### src/rtl/fifo_frame_pkg.sv
// Shared constants and state encoding for the write-domain SLIP framer.
package fifo_frame_pkg;
  localparam int DSIZE = 8;
  localparam logic [7:0] FLAG_DEF = 8'hC0;
  localparam logic [7:0] ESC_DEF  = 8'hDB;
  localparam logic [7:0] XOR_DEF  = 8'h20;

  typedef enum logic [1:0] {S_IDLE, S_DATA, S_ESC, S_EOF} state_t;

  function automatic logic needs_esc(input logic [7:0] b, input logic [7:0] flag,
                                     input logic [7:0] esc);
    return (b == flag) || (b == esc);
  endfunction
endpackage

### src/rtl/fifo_wr_slip_framer.sv
// SLIP-style framer driving the write port of a dual-clock FIFO: escapes FLAG/ESC
// bytes and delimits each packet with FLAG, writing only while the FIFO is not full.
module fifo_wr_slip_framer #(
  parameter int               DSIZE    = fifo_frame_pkg::DSIZE,
  parameter logic [DSIZE-1:0] FLAG     = fifo_frame_pkg::FLAG_DEF,
  parameter logic [DSIZE-1:0] ESC      = fifo_frame_pkg::ESC_DEF,
  parameter logic [DSIZE-1:0] XOR_MASK = fifo_frame_pkg::XOR_DEF,
  parameter bit               SOF_EN   = 1'b1,
  parameter int               CNT_W    = 16
) (
  input  logic             wclk,
  input  logic             wrst_n,
  input  logic             s_valid,
  output logic             s_ready,
  input  logic [DSIZE-1:0] s_data,
  input  logic             s_last,
  output logic [DSIZE-1:0] wdata,
  output logic             winc,
  input  logic             wfull,
  output logic             busy,
  output logic [CNT_W-1:0] frame_cnt,
  output logic [CNT_W-1:0] esc_cnt
);
  import fifo_frame_pkg::*;

  state_t           state, nxt;
  logic [DSIZE-1:0] esc_byte;
  logic             esc_last;
  logic             emit_valid;
  logic [DSIZE-1:0] emit_byte;
  logic             fire;
  logic             latch_esc;
  logic             close_frame;

  always_ff @(posedge wclk or negedge wrst_n) begin
    if (!wrst_n) begin
      state     <= S_IDLE;
      esc_byte  <= '0;
      esc_last  <= 1'b0;
      frame_cnt <= '0;
      esc_cnt   <= '0;
    end else begin
      state <= nxt;
      if (latch_esc) begin
        esc_byte <= s_data ^ XOR_MASK;
        esc_last <= s_last;
        esc_cnt  <= esc_cnt + CNT_W'(1);
      end
      if (close_frame) frame_cnt <= frame_cnt + CNT_W'(1);
    end
  end

  always_comb begin
    emit_valid  = 1'b0;
    emit_byte   = FLAG;
    nxt         = state;
    latch_esc   = 1'b0;
    close_frame = 1'b0;

    case (state)
      S_IDLE:  if (s_valid && SOF_EN) emit_valid = 1'b1;
      S_DATA: begin
        if (s_valid) begin
          emit_valid = 1'b1;
          emit_byte  = needs_esc(s_data, FLAG, ESC) ? ESC : s_data;
        end
      end
      S_ESC: begin
        emit_valid = 1'b1;
        emit_byte  = esc_byte;
      end
      S_EOF:   emit_valid = 1'b1;
      default: ;
    endcase

    // Writes are suppressed while reset is held so the FIFO never sees a stray strobe.
    fire = emit_valid & ~wfull & wrst_n;

    case (state)
      S_IDLE: begin
        if (s_valid && (fire || !SOF_EN)) nxt = S_DATA;
      end
      S_DATA: begin
        if (fire) begin
          if (needs_esc(s_data, FLAG, ESC)) begin
            latch_esc = 1'b1;
            nxt       = S_ESC;
          end else if (s_last) begin
            nxt = S_EOF;
          end
        end
      end
      S_ESC:   if (fire) nxt = esc_last ? S_EOF : S_DATA;
      S_EOF: begin
        if (fire) begin
          close_frame = 1'b1;
          nxt         = S_IDLE;
        end
      end
      default: nxt = S_IDLE;
    endcase
  end

  assign winc    = fire;
  assign wdata   = fire ? emit_byte : '0;
  assign s_ready = (state == S_DATA) & ~wfull;
  assign busy    = (state != S_IDLE);

endmodule

### config.mk
export PLATFORM = sky130hd
export DESIGN_NAME = fifo_wr_slip_framer
export DESIGN_NICKNAME = d
export VERILOG_FILES = /design/src/rtl/fifo_frame_pkg.sv /design/src/rtl/fifo_wr_slip_framer.sv
export SDC_FILE = /design/constraint.sdc
export NUM_CORES = 1
export LEC_CHECK = 0
export CAP_MARGIN = 20
export CORE_MARGIN = 8
export CORE_UTILIZATION = 52
export CTS_CLUSTER_SIZE = 28
export DETAILED_ROUTE_END_ITERATION = 16
export GPL_TIMING_DRIVEN = 0
export PLACE_DENSITY = 0.9
export SYNTH_ARGS = -nofsm -noshare
export SYNTH_HDL_FRONTEND = slang
export SYNTH_SLANG_ARGS = --single-unit
### constraint.sdc
create_clock -name wclk -period 5.2 [get_ports wclk]
set_input_delay 1.3 -clock wclk [delete_from_list [all_inputs] [get_ports wclk]]
set_output_delay 1.3 -clock wclk [all_outputs]
set_load 0.02 [all_outputs]
# Word level (Yosys, flattened, before mapping)

Index checks and enable logic that the tools add are counted.

Bits in registers: 43
Input bits: 13
Output and inout bits: 43
Logic and storage cells: 48

Add/subtract/negate cells: 2
Equal/unequal tests: 10
Mux-type cells: 19
Bitwise logic cells: 5
Reductions and logical operators: 7

Operator list:

| kind                                           | number |
|---|---|
| adder 16 x 1 -> 16 bit (second input constant) | 2 |
| 2-to-1 mux 8 bit                               | 3 |
| == test 8 bit (second input constant)          | 2 |
| case mux 8 bit (2 select lines)                | 1 |
| 2-to-1 mux 2 bit                               | 7 |
| inequality test 2 bit (second input constant)  | 4 |
| case mux 2 bit (4 select lines)                | 1 |
| 2-to-1 mux 1 bit                               | 6 |
| AND reduction 5 bit                            | 1 |
| == test 2 bit (second input constant)          | 2 |
| OR reduction 2 bit                             | 2 |
| AND 1 bit                                      | 3 |
| inequality test 3 bit (second input constant)  | 1 |
| == test 2 x 1 -> 1 bit (second input constant) | 1 |
| zero test 2 bit                                | 1 |
| NOT 1 bit                                      | 2 |
| case mux 1 bit (2 select lines)                | 1 |
| nonzero test 2 bit                             | 1 |
| logical AND 1 bit                              | 1 |
| logical OR 1 bit                               | 1 |

# Longest topological paths before layout

Gate-level depths: netlist of run 1.

Depth in word-level cells: 8
Mapped depth: 9
Depth with buffers taken out: 7

# Least setup slack after synthesis of run 1

OpenSTA, ideal clock, no wires.

Path type: in2out
Start: in s_data[0]
End: out wdata[0]
Arrival time: 2878 ps
Required time: 3900 ps
Path slack: 1022 ps
Cell stages on the path: 4
Path buffers: 0
Cells stage by stage: or4_4 a2111oi_4 o21ai_0 a21oi_1

Longest elaborated chain between the ends: 6
Elaborated cells between the ends (all ways): 7
Those cells by class: 2 x eq/ne; 4 x mux; 1 x reduce/logical

Ends and longest elaborated chain:

| element                             | RTL line                   | RTL |
|---|---|---|
| start: declaration                  | fifo_wr_slip_framer.sv:15  | `input logic [DSIZE-1:0] s_data,` |
| == test 8 bit                       | fifo_frame_pkg.sv:12       | `return (b == flag) \|\| (b == esc);` |
| logical OR 1 bit                    | fifo_frame_pkg.sv:12       |  |
| 2-to-1 mux 8 bit (*)                | fifo_wr_slip_framer.sv:65  | `emit_byte = needs_esc(s_data, FLAG, ESC) ? ESC : s_data;` |
| 2-to-1 mux 8 bit (*)                | fifo_wr_slip_framer.sv:63  | `if (s_valid) begin` |
| case mux 8 bit (2 select lines) (*) | fifo_wr_slip_framer.sv:60  | `case (state)` |
| 2-to-1 mux 8 bit (*)                | fifo_wr_slip_framer.sv:105 | `assign wdata = fire ? emit_byte : '0;` |
| end: declaration                    | fifo_wr_slip_framer.sv:17  | `output logic [DSIZE-1:0] wdata,` |

Mark *: on every way between the ends. The rest lies on a longest branch, timed or not.

# Worst setup path after layout of run 1

Start: in s_data[0]
End: out wdata[1]

Longest elaborated chain between the ends: 6
Elaborated cells between the ends (all ways): 7
Those cells by class: 2 x eq/ne; 4 x mux; 1 x reduce/logical

Ends and longest elaborated chain:

| element                             | RTL line |
|---|---|
| == test 8 bit                       | fifo_frame_pkg.sv:12 |
| logical OR 1 bit (*)                | fifo_frame_pkg.sv:12 |
| 2-to-1 mux 8 bit (*)                | fifo_wr_slip_framer.sv:65 |
| 2-to-1 mux 8 bit (*)                | fifo_wr_slip_framer.sv:63 |
| case mux 8 bit (2 select lines) (*) | fifo_wr_slip_framer.sv:60 |
| 2-to-1 mux 8 bit (*)                | fifo_wr_slip_framer.sv:105 |

Marked as above.

==> results of run 1 <==
layout make-up:
| class | instances | area, sq um |
|---|---|---|
| fill | 291 | 1100 |
| sequential | 43 | 1080 |
| multi-input combinational | 148 | 988 |
| timing repair buffer | 57 | 573 |
| clock buffer | 7 | 96.3 |
| tap | 50 | 62.6 |
| inverter | 11 | 41.3 |
| buffer | 4 | 26.3 |
| clock inverter | 1 | 7.51 |
critical path, cell delays in order:
cell and delay, ps:
clkdlybuf4s50_1 440, or4_4 560, a2111oi_4 480, o21ai_0 150
a21oi_1 200, clkdlybuf4s50_1 650
synthesized netlist by cell type, drive strengths merged:
master / count / area, sq um
nor2b: 3 / 18.8
buf: 2 / 18.8
o21ai: 12 / 60.1
clkbuf: 2 / 7.51
or3b: 1 / 8.76
ha: 7 / 87.6
nor3b: 1 / 7.51
nand4: 6 / 52.6
nor2: 13 / 48.8
nand2b: 5 / 31.3
and3: 4 / 25.0
nand2: 22 / 82.6
dfrtp: 43 / 1080
a31oi: 5 / 31.3
or2: 3 / 18.8
nor3: 6 / 40.0
xnor2: 18 / 158
a22oi: 2 / 15.0
o22a: 1 / 8.76
a2111oi: 1 / 27.5
or4: 1 / 11.3
inv: 11 / 41.3
a21oi: 5 / 25.0
nor4: 1 / 6.26
mux2: 3 / 33.8
nand3: 12 / 60.1
xor2: 12 / 105
and2: 4 / 25.0
final timing paths:
check                                            end  slack, ps  cells after the start
setup / recovery                            wdata[1]        110                      6
hold / removal             frame_cnt[15]$_DFFE_PN0P_        470                      1
setup reg to reg              esc_cnt[8]$_DFFE_PN0P_       3020                      6
hold reg to reg            frame_cnt[15]$_DFFE_PN0P_        470                      1
max in group asynchronous    esc_cnt[12]$_DFFE_PN0P_       3810                      2
min in group asynchronous   frame_cnt[6]$_DFFE_PN0P_        910                      1
cell usage in the layout (no fill, tap or decap), types with 4 or more instances in the layout:
cell type / n
nand2b_1: 5
nand4_1: 5
nand3_1: 12
nor2_1: 13
xnor2_1: 18
o21ai_0: 12
clkbuf_8: 7
clkdlybuf4s50_1: 54
inv_1: 11
xor2_1: 12
nand2_1: 22
nor3_1: 4
and3_1: 4
a31oi_1: 5
dfrtp_1: 43
ha_1: 7
a21oi_1: 5
power by group through the flow:
stage,sequential [mW],combinational (mW),clock [mW]
2_1_floorplan,0.411,0.167,0
3_3_place_gp,0.401,0.286,0
3_5_place_dp,0.403,0.299,0
4_1_cts,0.396,0.302,0.238
5_1_grt,0.402,0.329,0.253
6_report,0.396,0.301,0.235
registers in the layout, summed over array words and instances (netlist names):
| signal | count |
|---|---|
| esc_cnt | 16 |
| frame_cnt | 16 |
| esc_byte | 8 |
| state | 2 |
| esc_last | 1 |
cell families after synthesis:
logic type	count (synthesis)	share of synthesized area [%]
compound gates	26	7.86
mux	3	1.58
simple gates	82	20.5
flops	43	50.5
xor+xnor	30	12.3
buf+inv	15	3.17
fa+ha+maj	7	4.11
per-layer routing:
layer  up-vias  part of all wire [%]
met4         0                   1.6
li1        819                     -
met5         -                     0
met1       804                    41
met3         8                   7.9
met2        54                    49
what timing repair did:
action / CTS / global route
setup buffers: 0 / 1
endpoints found under the hold margin: 0 / 0
setup endpoints to repair: 2 / 4
pin swaps: 1 / 1
==> summary.md, run 1 <==
| Metric | Value |
|---|---|
| All-Layer GR Usage | `approximately 16%` |
| Setup crit start | `s_data[0]` |
| Vias in the first global route | `1774` |
| Worst Clk Skew | `~7.4 ps` |
| Post-route cell area | `between 2000 and 3000 sq um` |
| Met1 usage | `~18%` |
| CTS tree | `yes` |
| N_diodes | `0` |
| Sw Ratio | `roughly a third` |
| Synth Instances | `~200` |
| Period utilization | `a little over nine tenths` |
| CP Max Fanout | `5` |
| Global route hottest layer | `met2` |
| #FFs+latches synth | `43` |
| WHS | `approximately 470 ps` |
| Buffers on Ports | `55` |
| Largest net degree at the start of global routing | `30` |
| Peak Freq | `197 MHz` |
| Synth warnings | `0` |
| Placed cell areas | `about 2800 sq um` |
| Unrepaired setup endpoints after global routing | `no` |
| Post-route setup slack | `roughly 110 ps` |
| Hold Startpoint | `frame_cnt[15]$_DFFE_PN0P_` |
| Clock power share | `about a quarter` |
| Power Density | `roughly 320 nW/um^2` |
| Die H | `around 80 um` |
| Root Driver | `clkbuf_8` |
| I/O pins | `between 50 and 60` |
| Net Sw Power | `between 300 and 400 uW` |
| Global-route wire length before repair | `roughly 8.0 mm` |
| Core area | `about 4000 sq um` |
| Hold crit path type | `flop to flop` |
| Peak VDD IR | `between 0.15 and 0.2 mV` |
| WL final | `about 4.7 mm` |
| DRC | `0` |
| Fin Setup TNS | `0 ps` |
| Final Non-Filler Cells | `321` |
| Initial DRC count | `between 40 and 50` |
| Placer Congestion | `0.778` |
| Leak | `1.30 nW` |
| Final Util | `between 70% and 80%` |
| WP data arrival | `~3800 ps` |
| Worst relative slew slack | `65.7%` |
| GRT Residual Overflow | `0` |
| Post-layout power | `932 uW` |
| Area Overhead vs Synth | `34.7%` |
| Drt pass-1 iters | `4` |
| Critical path launch point type | `input pin` |
| Critical path type | `input pin to output port` |
| WL per Instance | `14.8 um` |
| NumNets Final | `290` |
| Pre-CTS setup slack | `-2.53 ps` |
| Seq/Total Area, Yosys | `approximately half` |
| CP required | `3900 ps` |
| Clock Path Buffers | `2` |
| Row cnt | `23` |
| Max-cap viol count | `0` |
| Final setup viols | `0` |
| Post-Syn Area | `roughly 2100 sq um` |
| Worst R2R Start | `state[1]$_DFFE_PN0P_` |
| Grt met2 use | `roughly a quarter` |
| Starting density of the core | `53.7%` |
| CTS buffer count | `5` |
| Die X | `~80 um` |
| Crit path time final | `5090 ps` |
| Syn_area_per_cell | `around 10 sq um` |
| Initial antenna violation count | `0` |
| H-Tree Level Count | `2` |
| Clk_lat worst skew | `300 ps` |
| CTS Hold Bufs | `0` |
| Die area | `approximately 6400 sq um` |
| Placed Cells | `312` |
| Worst Tran Pin Value | `513 ps` |
| Clk sinks | `43` |
| DP Wirelength | `between 3 and 4 mm` |
| Post-CTS sizing | `0` |
| Comb power frac | `between 30% and 40%` |
| Met3 usage | `5.52%` |
| Post-synth cell types | `32` |
| P_int | `a little over 600 uW` |
| Number of routed nets with antenna violations | `0` |
| Vias per inst | `5.25` |
| Fraction of layout cells with a size suffix above 1 | `9.23%` |
| CP endpoint kind | `output port` |
| Final hold vios | `0` |
| Seq pwr share | `42.5%` |
| Max-slew violation count | `0` |
| Status | `complete, no violations` |
| Via count | `between 1500 and 2000` |
| Clk slew on worst S/H paths | `~80 ps` |
| Post-Syn Nets | `roughly 230` |
Power figures use the tool's default switching activity.
==> run 2: changes to the inputs <==
--- a/config.mk
+++ b/config.mk
@@ -5,7 +5,7 @@
 export SDC_FILE = /design/constraint.sdc
 export NUM_CORES = 1
 export LEC_CHECK = 0
-export CAP_MARGIN = 20
+export CAP_MARGIN = 10
 export CORE_MARGIN = 8
 export CORE_UTILIZATION = 52
 export CTS_CLUSTER_SIZE = 28
==> results of run 2 <==
Same layout as run 1: the final DEF is identical, and so are final timing and power.
